`src/rtl/riscv_mem_pkg.sv`:
```
// Shared types for the unified code/data memory port.
// Owner encoding and word geometry.
package riscv_mem_pkg;

    localparam int WORD_W  = 32;
    localparam int BE_W    = 4;
    localparam int BURST_W = 4;

    typedef enum logic [1:0] {
        OWN_NONE = 2'd0,
        OWN_I    = 2'd1,
        OWN_D    = 2'd2
    } owner_e;

endpackage

```
`src/rtl/mem_arb_pick.sv`:
```
// Combinational grant decision between fetch and data.
// Data wins unless its burst has run out while fetch waits.
module mem_arb_pick
    import riscv_mem_pkg::*;
#(
    parameter int MAX_D_BURST = 4
) (
    input  logic               I_REQ,
    input  logic               D_REQ,
    input  logic [BURST_W-1:0] d_burst,
    output logic               gnt_i,
    output logic               gnt_d
);

    localparam logic [BURST_W-1:0] BURST_MAX = BURST_W'(MAX_D_BURST);

    logic d_win;
    logic i_win;

    assign d_win = D_REQ && !(I_REQ && (d_burst == BURST_MAX));
    assign i_win = I_REQ && !d_win;

    always_comb begin
        gnt_i = 1'b0;
        gnt_d = 1'b0;
        unique case (1'b1)
            d_win:   gnt_d = 1'b1;
            i_win:   gnt_i = 1'b1;
            default: ;
        endcase
    end

endmodule

```
`src/rtl/mem_port_arbiter.sv`:
```
// Shares one single-port SRAM between fetch and data ports.
// Tracks response owner, data burst length and fetch stalls.
module mem_port_arbiter
    import riscv_mem_pkg::*;
#(
    parameter int AWIDTH      = 12,
    parameter int MAX_D_BURST = 4
) (
    input  logic              CLK,
    input  logic              RSTn,
    input  logic              I_REQ,
    input  logic [AWIDTH-1:0] I_ADDR,
    output logic              I_GNT,
    output logic              I_RVALID,
    output logic [WORD_W-1:0] I_RDATA,
    input  logic              D_REQ,
    input  logic [AWIDTH-1:0] D_ADDR,
    input  logic              D_WEN,
    input  logic [BE_W-1:0]   D_BE,
    input  logic [WORD_W-1:0] D_WDATA,
    output logic              D_GNT,
    output logic              D_RVALID,
    output logic [WORD_W-1:0] D_RDATA,
    output logic              MEM_CSN,
    output logic              MEM_WEN,
    output logic [BE_W-1:0]   MEM_BE,
    output logic [AWIDTH-3:0] MEM_ADDR,
    output logic [WORD_W-1:0] MEM_DOUT,
    input  logic [WORD_W-1:0] MEM_DI,
    output logic [31:0]       I_STALL_CNT
);

    localparam logic [BURST_W-1:0] BURST_MAX = BURST_W'(MAX_D_BURST);

    logic               gnt_i;
    logic               gnt_d;
    logic [BURST_W-1:0] d_burst;
    owner_e             owner;
    logic [AWIDTH-3:0]  addr_q;
    logic [WORD_W-1:0]  dout_q;
    logic [WORD_W-1:0]  i_rdata_q;
    logic [WORD_W-1:0]  d_rdata_q;
    logic [31:0]        stall_q;
    logic               unused_addr_lsb;

    // Byte lanes are resolved by BE, so the low address bits are dropped.
    assign unused_addr_lsb = ^{I_ADDR[1:0], D_ADDR[1:0]};

    mem_arb_pick #(
        .MAX_D_BURST(MAX_D_BURST)
    ) u_pick (
        .I_REQ  (I_REQ),
        .D_REQ  (D_REQ),
        .d_burst(d_burst),
        .gnt_i  (gnt_i),
        .gnt_d  (gnt_d)
    );

    assign I_GNT = gnt_i & RSTn;
    assign D_GNT = gnt_d & RSTn;

    always_comb begin
        MEM_CSN  = 1'b1;
        MEM_WEN  = 1'b1;
        MEM_BE   = '0;
        MEM_ADDR = addr_q;
        MEM_DOUT = dout_q;
        unique case (1'b1)
            D_GNT: begin
                MEM_CSN  = 1'b0;
                MEM_WEN  = D_WEN;
                MEM_BE   = D_BE;
                MEM_ADDR = D_ADDR[AWIDTH-1:2];
                MEM_DOUT = D_WDATA;
            end
            I_GNT: begin
                MEM_CSN  = 1'b0;
                MEM_BE   = '1;
                MEM_ADDR = I_ADDR[AWIDTH-1:2];
            end
            default: ;
        endcase
    end

    assign I_RVALID    = (owner == OWN_I);
    assign D_RVALID    = (owner == OWN_D);
    assign I_RDATA     = I_RVALID ? MEM_DI : i_rdata_q;
    assign D_RDATA     = D_RVALID ? MEM_DI : d_rdata_q;
    assign I_STALL_CNT = stall_q;

    always_ff @(posedge CLK or negedge RSTn) begin
        if (!RSTn) begin
            owner     <= OWN_NONE;
            d_burst   <= '0;
            addr_q    <= '0;
            dout_q    <= '0;
            i_rdata_q <= '0;
            d_rdata_q <= '0;
            stall_q   <= '0;
        end else begin
            addr_q <= MEM_ADDR;
            dout_q <= MEM_DOUT;
            if (D_GNT) begin
                owner <= OWN_D;
            end else if (I_GNT) begin
                owner <= OWN_I;
            end else begin
                owner <= OWN_NONE;
            end
            if (I_RVALID) begin
                i_rdata_q <= MEM_DI;
            end
            if (D_RVALID) begin
                d_rdata_q <= MEM_DI;
            end
            // Burst only matters while fetch is actually waiting.
            if (!I_REQ || I_GNT) begin
                d_burst <= '0;
            end else if (D_GNT && (d_burst != BURST_MAX)) begin
                d_burst <= d_burst + 1'b1;
            end
            if (I_REQ && !I_GNT) begin
                stall_q <= stall_q + 32'd1;
            end
        end
    end

endmodule
```
`config.mk`:
```
export PLATFORM = sky130hd
export DESIGN_NAME = mem_port_arbiter
export DESIGN_NICKNAME = d
export VERILOG_FILES = /design/src/rtl/riscv_mem_pkg.sv /design/src/rtl/mem_arb_pick.sv /design/src/rtl/mem_port_arbiter.sv
export SDC_FILE = /design/constraint.sdc
export NUM_CORES = 1
export LEC_CHECK = 0
export ABC_AREA = 1
export BUFFER_PORTS_ARGS = -buffer_cell sky130_fd_sc_hd__buf_2
export CAP_MARGIN = 5
export CORE_UTILIZATION = 55
export CTS_BUF_LIST = sky130_fd_sc_hd__clkbuf_4
export CTS_CLUSTER_DIAMETER = 30
export DETAILED_ROUTE_END_ITERATION = 7
export PLACE_DENSITY_LB_ADDON = 0.15
export SYNTH_ARGS = -nofsm -noshare
export SYNTH_HDL_FRONTEND = slang
export SYNTH_SLANG_ARGS = --single-unit
```
`constraint.sdc`:
```
create_clock -name CLK -period 3.9 [get_ports CLK]
set_input_delay 0.195 -clock CLK [delete_from_list [all_inputs] [get_ports CLK]]
set_output_delay 0.195 -clock CLK [all_outputs]
set_load 0.005 [all_outputs]
```
### Yosys cells after proc, flatten, opt, wreduce, memory -nomap -nowiden

Cells that the tools add are included.

| operators by class | value |
|---|---|
| bitwise logic cells | 2 |
| muxes and demuxes | 13 |
| add/subtract/negate cells | 2 |
| reduce and logical (&&, ||, !) cells | 12 |
| eq/ne operators | 4 |

Operator list:

| cell | count |
|---|---|
| 32-bit 2-to-1 mux | 3 |
| 32-bit by 1-bit adder with 32-bit output (second input constant) | 1 |
| 10-bit one-hot mux with 2 select lines | 1 |
| 4-bit 2-to-1 mux | 2 |
| 4-bit one-hot mux with 2 select lines | 1 |
| 1-bit logical AND | 5 |
| 1-bit 2-to-1 mux | 5 |
| 4-bit by 1-bit adder with 4-bit output (second input constant) | 1 |
| 4-bit by 3-bit == test with 1-bit output (second input constant) | 1 |
| 1-bit logical NOT | 4 |
| 4-bit by 3-bit != test with 1-bit output (second input constant) | 1 |
| 1-bit AND | 2 |
| 2-bit by 1-bit == test with 1-bit output (second input constant) | 1 |
| 2-bit == test (second input constant) | 1 |
| 2-bit 2-to-1 mux | 1 |
| 2-bit nonzero test | 1 |
| 2-bit OR reduction | 1 |
| 1-bit logical OR | 1 |

| storage, ports and cells | value |
|---|---|
| output and inout port bits | 148 |
| word-level logic and storage cells | 40 |
| bits of input ports | 97 |
| register bits after elaboration | 144 |

### Depth between registers and ports, before layout

| depth | value |
|---|---|
| depth in word-level cells | 10 |
| depth in mapped cells | 10 |
| depth with buffers taken out | 10 |

### Hierarchy

Synthesis repeated with hierarchy kept, for this count alone.

| second synthesis, totals | value |
|---|---|
| cell total of the unflattened synthesis | 704 |
| area total of the unflattened synthesis | 6107.1 um2 |

Modules (own cells, without submodules):

| module | instances | sequential area each (um2) | area an instance (um2) | cells each |
|---|---|---|---|---|
| mem_port_arbiter | 1 | 3603.5 | 6054.6 | 693 |
| mem_arb_pick | 1 | 0.0 | 52.6 | 11 |

### Worst setup path after synthesis

No wires, ideal clock.

| timing | value |
|---|---|
| kind | reg2out |
| start point | register d_burst[0] |
| end point | output port MEM_DOUT[25] |
| buffers on the path | 2 |
| stages on the path, launching flop included | 10 |
| data required time | 3.705 ns |
| data arrival time | 1.406 ns |
| path slack | 2.299 ns |
| path through | dfrtp_1 > inv_1 > ha_1 > nand4_2 > nand3_2 > inv_2 > buf_4 > buf_2 > nand2_1 > nand2_1 |

| between the ends | value |
|---|---|
| word-level cells in the longest chain between the ends | 7 |

RTL lines:

| what | line | source |
|---|---|---|
| start, declared | mem_port_arbiter.sv:37 | `logic [BURST_W-1:0] d_burst;` |
| start signal, assigned | mem_port_arbiter.sv:120 | `d_burst <= d_burst + 1'b1;` |
| 4-bit by 3-bit == test with 1-bit output | mem_arb_pick.sv:20 | `assign d_win = D_REQ && !(I_REQ && (d_burst == BURST_MAX));` |
| 1-bit logical AND | mem_arb_pick.sv:20 |  |
| 1-bit logical NOT | mem_arb_pick.sv:20 |  |
| 1-bit logical AND | mem_arb_pick.sv:20 |  |
| 1-bit 2-to-1 mux | mem_arb_pick.sv:26 | `unique case (1'b1)` |
| 1-bit AND | mem_port_arbiter.sv:60 | `assign D_GNT = gnt_d & RSTn;` |
| net D_GNT | mem_port_arbiter.sv:21 | `output logic D_GNT,` |
| 32-bit 2-to-1 mux | mem_port_arbiter.sv:68 | `unique case (1'b1)` |
| end, declared | mem_port_arbiter.sv:28 | `output logic [WORD_W-1:0] MEM_DOUT,` |

The timed path passes the listed nets, and every way through them passes these cells.

### Worst setup path in the final report

| timing | value |
|---|---|
| start point | register d_burst[0] |
| end point | output port MEM_ADDR[6] |

| between the ends | value |
|---|---|
| word-level cells in the longest chain between the ends | 9 |
| elaborated cells on any way between the ends | 11 |
| classes of those cells | eq/ne (1); mux (3); bitwise (2); reduce/logical (5) |

RTL lines:

| what | line | source |
|---|---|---|
| 4-bit by 3-bit == test with 1-bit output * | mem_arb_pick.sv:20 |  |
| 1-bit logical AND * | mem_arb_pick.sv:20 |  |
| 1-bit logical NOT * | mem_arb_pick.sv:20 |  |
| 1-bit logical AND * | mem_arb_pick.sv:20 |  |
| 1-bit logical NOT | mem_arb_pick.sv:21 | `assign i_win = I_REQ && !d_win;` |
| 1-bit logical AND | mem_arb_pick.sv:21 |  |
| 1-bit 2-to-1 mux | mem_arb_pick.sv:26 |  |
| 1-bit AND | mem_port_arbiter.sv:59 | `assign I_GNT = gnt_i & RSTn;` |
| 10-bit one-hot mux with 2 select lines * | mem_port_arbiter.sv:68 |  |
| end, declared | mem_port_arbiter.sv:27 | `output logic [AWIDTH-3:0] MEM_ADDR,` |

Every way passes the cells marked *; elsewhere a longest branch is shown, timed or not.

==> flow_metrics.env <==
export IMPL_finalHoldViolations=0
export IMPL_yosysUniqueCellTypes=25
export IMPL_ys_ff_latch=144
export IMPL_dp_hpwl_mm=11.0
export IMPL_yosysMostFrequentCell="nand2_1"
export IMPL_synth_fp_nets=900
export IMPL_hold_slack_ns=0.109
export IMPL_path_max_fanout=11
export IMPL_cts_resized=0
export IMPL_root_buffer="clkbuf_4"
export IMPL_critPathArrivalTime_ns=2.65
export IMPL_status="complete, no violations"
export IMPL_drtIter0Drc=386
export IMPL_layout_cells_non_filler=1273
export IMPL_syn_inst=800
export IMPL_die_area_mm2=0.0121
export IMPL_synthFlopType="dfrtp_1"
export IMPL_cts_sinks=144
export IMPL_met1_usage_pct=36.1
export IMPL_critPathSlowestCell="nor2_1"
export IMPL_viasPerCell=5.08
export IMPL_avgSynthCellArea_um2=8.02
export IMPL_antenna_left=0
export IMPL_io_buffers=240
export IMPL_fmax_ghz=0.351
export IMPL_setup_violations=0
export IMPL_netlist_top_cell_by_area="dfrtp_1"
export IMPL_busiest_layer="met2"
export IMPL_gr_usage_met2_pct=49.2
export IMPL_antennaDiodeCount=0
export IMPL_core_area_mm2=0.0114
export IMPL_regToRegEndpoint="addr_q[6]"
export IMPL_finalSetupTns_ns=0
export IMPL_ys_seq_area_share_pct=56.2
export IMPL_use_met3_pct=8.23
export IMPL_synthTopCellsByArea="dfrtp_1 (56%), nand2_1 (21%), o21ai_0 (5.5%)"
export IMPL_num_io_pins=245
export IMPL_dr_pass1_iters=5
export IMPL_slowest_delay_ns=0.64
export IMPL_grt_pass1_wl_mm=27.4
export IMPL_place_area_mm2=0.00768
export IMPL_period_minus_slack_ns=2.85
export IMPL_critical_path_class="reg2out"
export IMPL_synth_edf_count=0
export IMPL_async_reset_ff_share_pct=100
export IMPL_cts_buffers=17
export IMPL_utilization_pct=77.2
export IMPL_p_leak_nw=4.86
export IMPL_die_w_um=110
export IMPL_final_area_mm2=0.00877
export IMPL_start_kind="flop"
export IMPL_cts_tree="built"
export IMPL_grtUsageTotal_pct=30.0
export IMPL_start_util_pct=56.4
export IMPL_htreeDepth=4
export IMPL_worstPathCellList="inv_1, ha_1, nand4_2, nand3_2, inv_2, nor2_1, nand2_1, nand3_1, buf_2"
export IMPL_ir_worst_vdd_mv=0.299
export IMPL_die_h_um=110
export IMPL_crit_required_ns=3.70
export IMPL_rr_worst_depth=9
export IMPL_antenna_found_initial=0
export IMPL_yosys_warnings=0
export IMPL_end_kind="output port"
export IMPL_slew_violations=0
export IMPL_finalCritPeriodShare_pct=73.0
export IMPL_drive_gt1_share_pct=25.4
export IMPL_rows=39
export IMPL_cts_buffer_depth=2
export IMPL_tightest_slew_ns=1.01
export IMPL_cp_endpoint="MEM_ADDR[6]"
export IMPL_synth_commonest_cells="nand2_1 (365), dfrtp_1 (144), o21ai_0 (71), inv_1 (65), nor2_1 (48)"
export IMPL_fillers=782
export IMPL_clk_pin_slew_ns=0.11
export IMPL_reg2reg_from="d_burst[0]"
export IMPL_grt_pass1_vias=5969
export IMPL_slew_headroom_pct=32.4
export IMPL_place_congestion=0.855
export IMPL_totalWireLength_mm=18.1
export IMPL_placed_cells=1157
export IMPL_rrSetupSlack_ns=1.30
export IMPL_rsz0062_at_grt="false"
export IMPL_wire_per_inst_um=14.2
export IMPL_grt_max_degree=84
export IMPL_yosysTopAreaCellShare_pct=56.2
export IMPL_nets=1219
export IMPL_grt_overflow=0
export IMPL_drc_errors=0
export IMPL_syn2layout_area_growth_pct=36.8
export IMPL_p_per_area_mw_per_mm2=384
export IMPL_fin_skew_ns=0.0180
export IMPL_crit_start="d_burst[0]"
export IMPL_hold_class="in2reg"
export IMPL_vias=6472
export IMPL_mappedNetlistArea_mm2=0.00641
export IMPL_clkLatencyLatePin_ns=0.55
export IMPL_cap_violations=0
critical path: cells and delay by family, from the launching register on:
kind,cells,cell delay [ns]
buf+inv,3,0.27
simple gates,5,1.23
flops,1,0.43
fa+ha+maj,1,0.19
state kept, by name, indices dropped and copies added, names as in the netlist:
signal / cells
d_rdata_q: 32
I_STALL_CNT: 32
d_burst: 4
owner: 2
i_rdata_q: 32
dout_q: 32
addr_q: 10
report_power, final:
group / total [mW] / internal (mW) / switching [mW] / leakage (nW)
registers: 1.78 / 1.69 / 0.0915 / 1.83
logic: 0.766 / 0.345 / 0.421 / 2.90
clock network: 0.824 / 0.328 / 0.497 / 0.135
total: 3.37 / 2.36 / 1.01 / 4.86
routing by layer:
layer | routed length (µm) | vias to the layer above
met5 | 0 | -
met3 | 1390 | 69
met2 | 8750 | 295
met1 | 7330 | 2980
met4 | 655 | 0
li1 | - | 3128
layout by cell type, fill, tap and decap left out, types with 2 or more instances in the layout:
cell / netlist / final
buf_2: 10 / 239
buf_4: 2 / 4
clkbuf_4: 0 / 21
clkinv_1: 0 / 3
clkinv_2: 0 / 4
dfrtp_1: 144 / 144
dlygate4sd3_1: 0 / 86
ha_1: 3 / 3
inv_1: 65 / 65
inv_2: 2 / 2
nand2_1: 365 / 364
nand2_2: 2 / 3
nand3_1: 31 / 31
nand3_2: 3 / 3
nand3b_1: 6 / 6
nand4_1: 6 / 6
nor2_1: 48 / 48
nor2_2: 5 / 5
o21ai_0: 71 / 71
o21ai_1: 2 / 2
xnor2_1: 3 / 3
xor2_1: 9 / 9
cell type report:
type	count	area, µm²	share of cell area (%)
clock buffer	21	158	1.80
clock inverter	9	70.1	0.799
inverter	67	251	2.87
multi-input combinational	559	2410	27.5
sequential	144	3600	41.1
tap	143	179	2.04
timing repair buffer	330	2100	23.9
cells by family after synthesis:
group           after synthesis  share of synthesized area (%)
simple gates                469                           29.4
flops                       144                           56.2
buf+inv                      97                           6.22
compound gates               75                           5.95
xor+xnor                     12                           1.64
fa+ha+maj                     3                          0.585
how the worst min path moves through the flow:
stage                from        endpoint  slack [ns]  depth (start not counted)
floorplan            RSTn  I_STALL_CNT[0]       -0.10                          0
global placement     RSTn   i_rdata_q[13]        0.29                          1
detailed placement   RSTn   i_rdata_q[13]        0.29                          1
CTS                 D_REQ        owner[0]        0.05                          4
global route        D_REQ        owner[0]         0.1                          4
finish              D_REQ        owner[0]        0.11                          4
metrics by stage:
stage	power, mW	setup WS [ns]
floorplan	2.12	2.30
global placement	2.45	1.52
detailed placement	2.47	1.50
CTS	3.37	1.17
global route	3.57	0.876
finish	3.37	1.05
repair_timing:
action | in CTS | in global routing
buffers inserted | 0 | 0
hold buffers | 86 | 0
hold endpoints to repair | 185 | 0
Power figures use the tool's default switching activity.
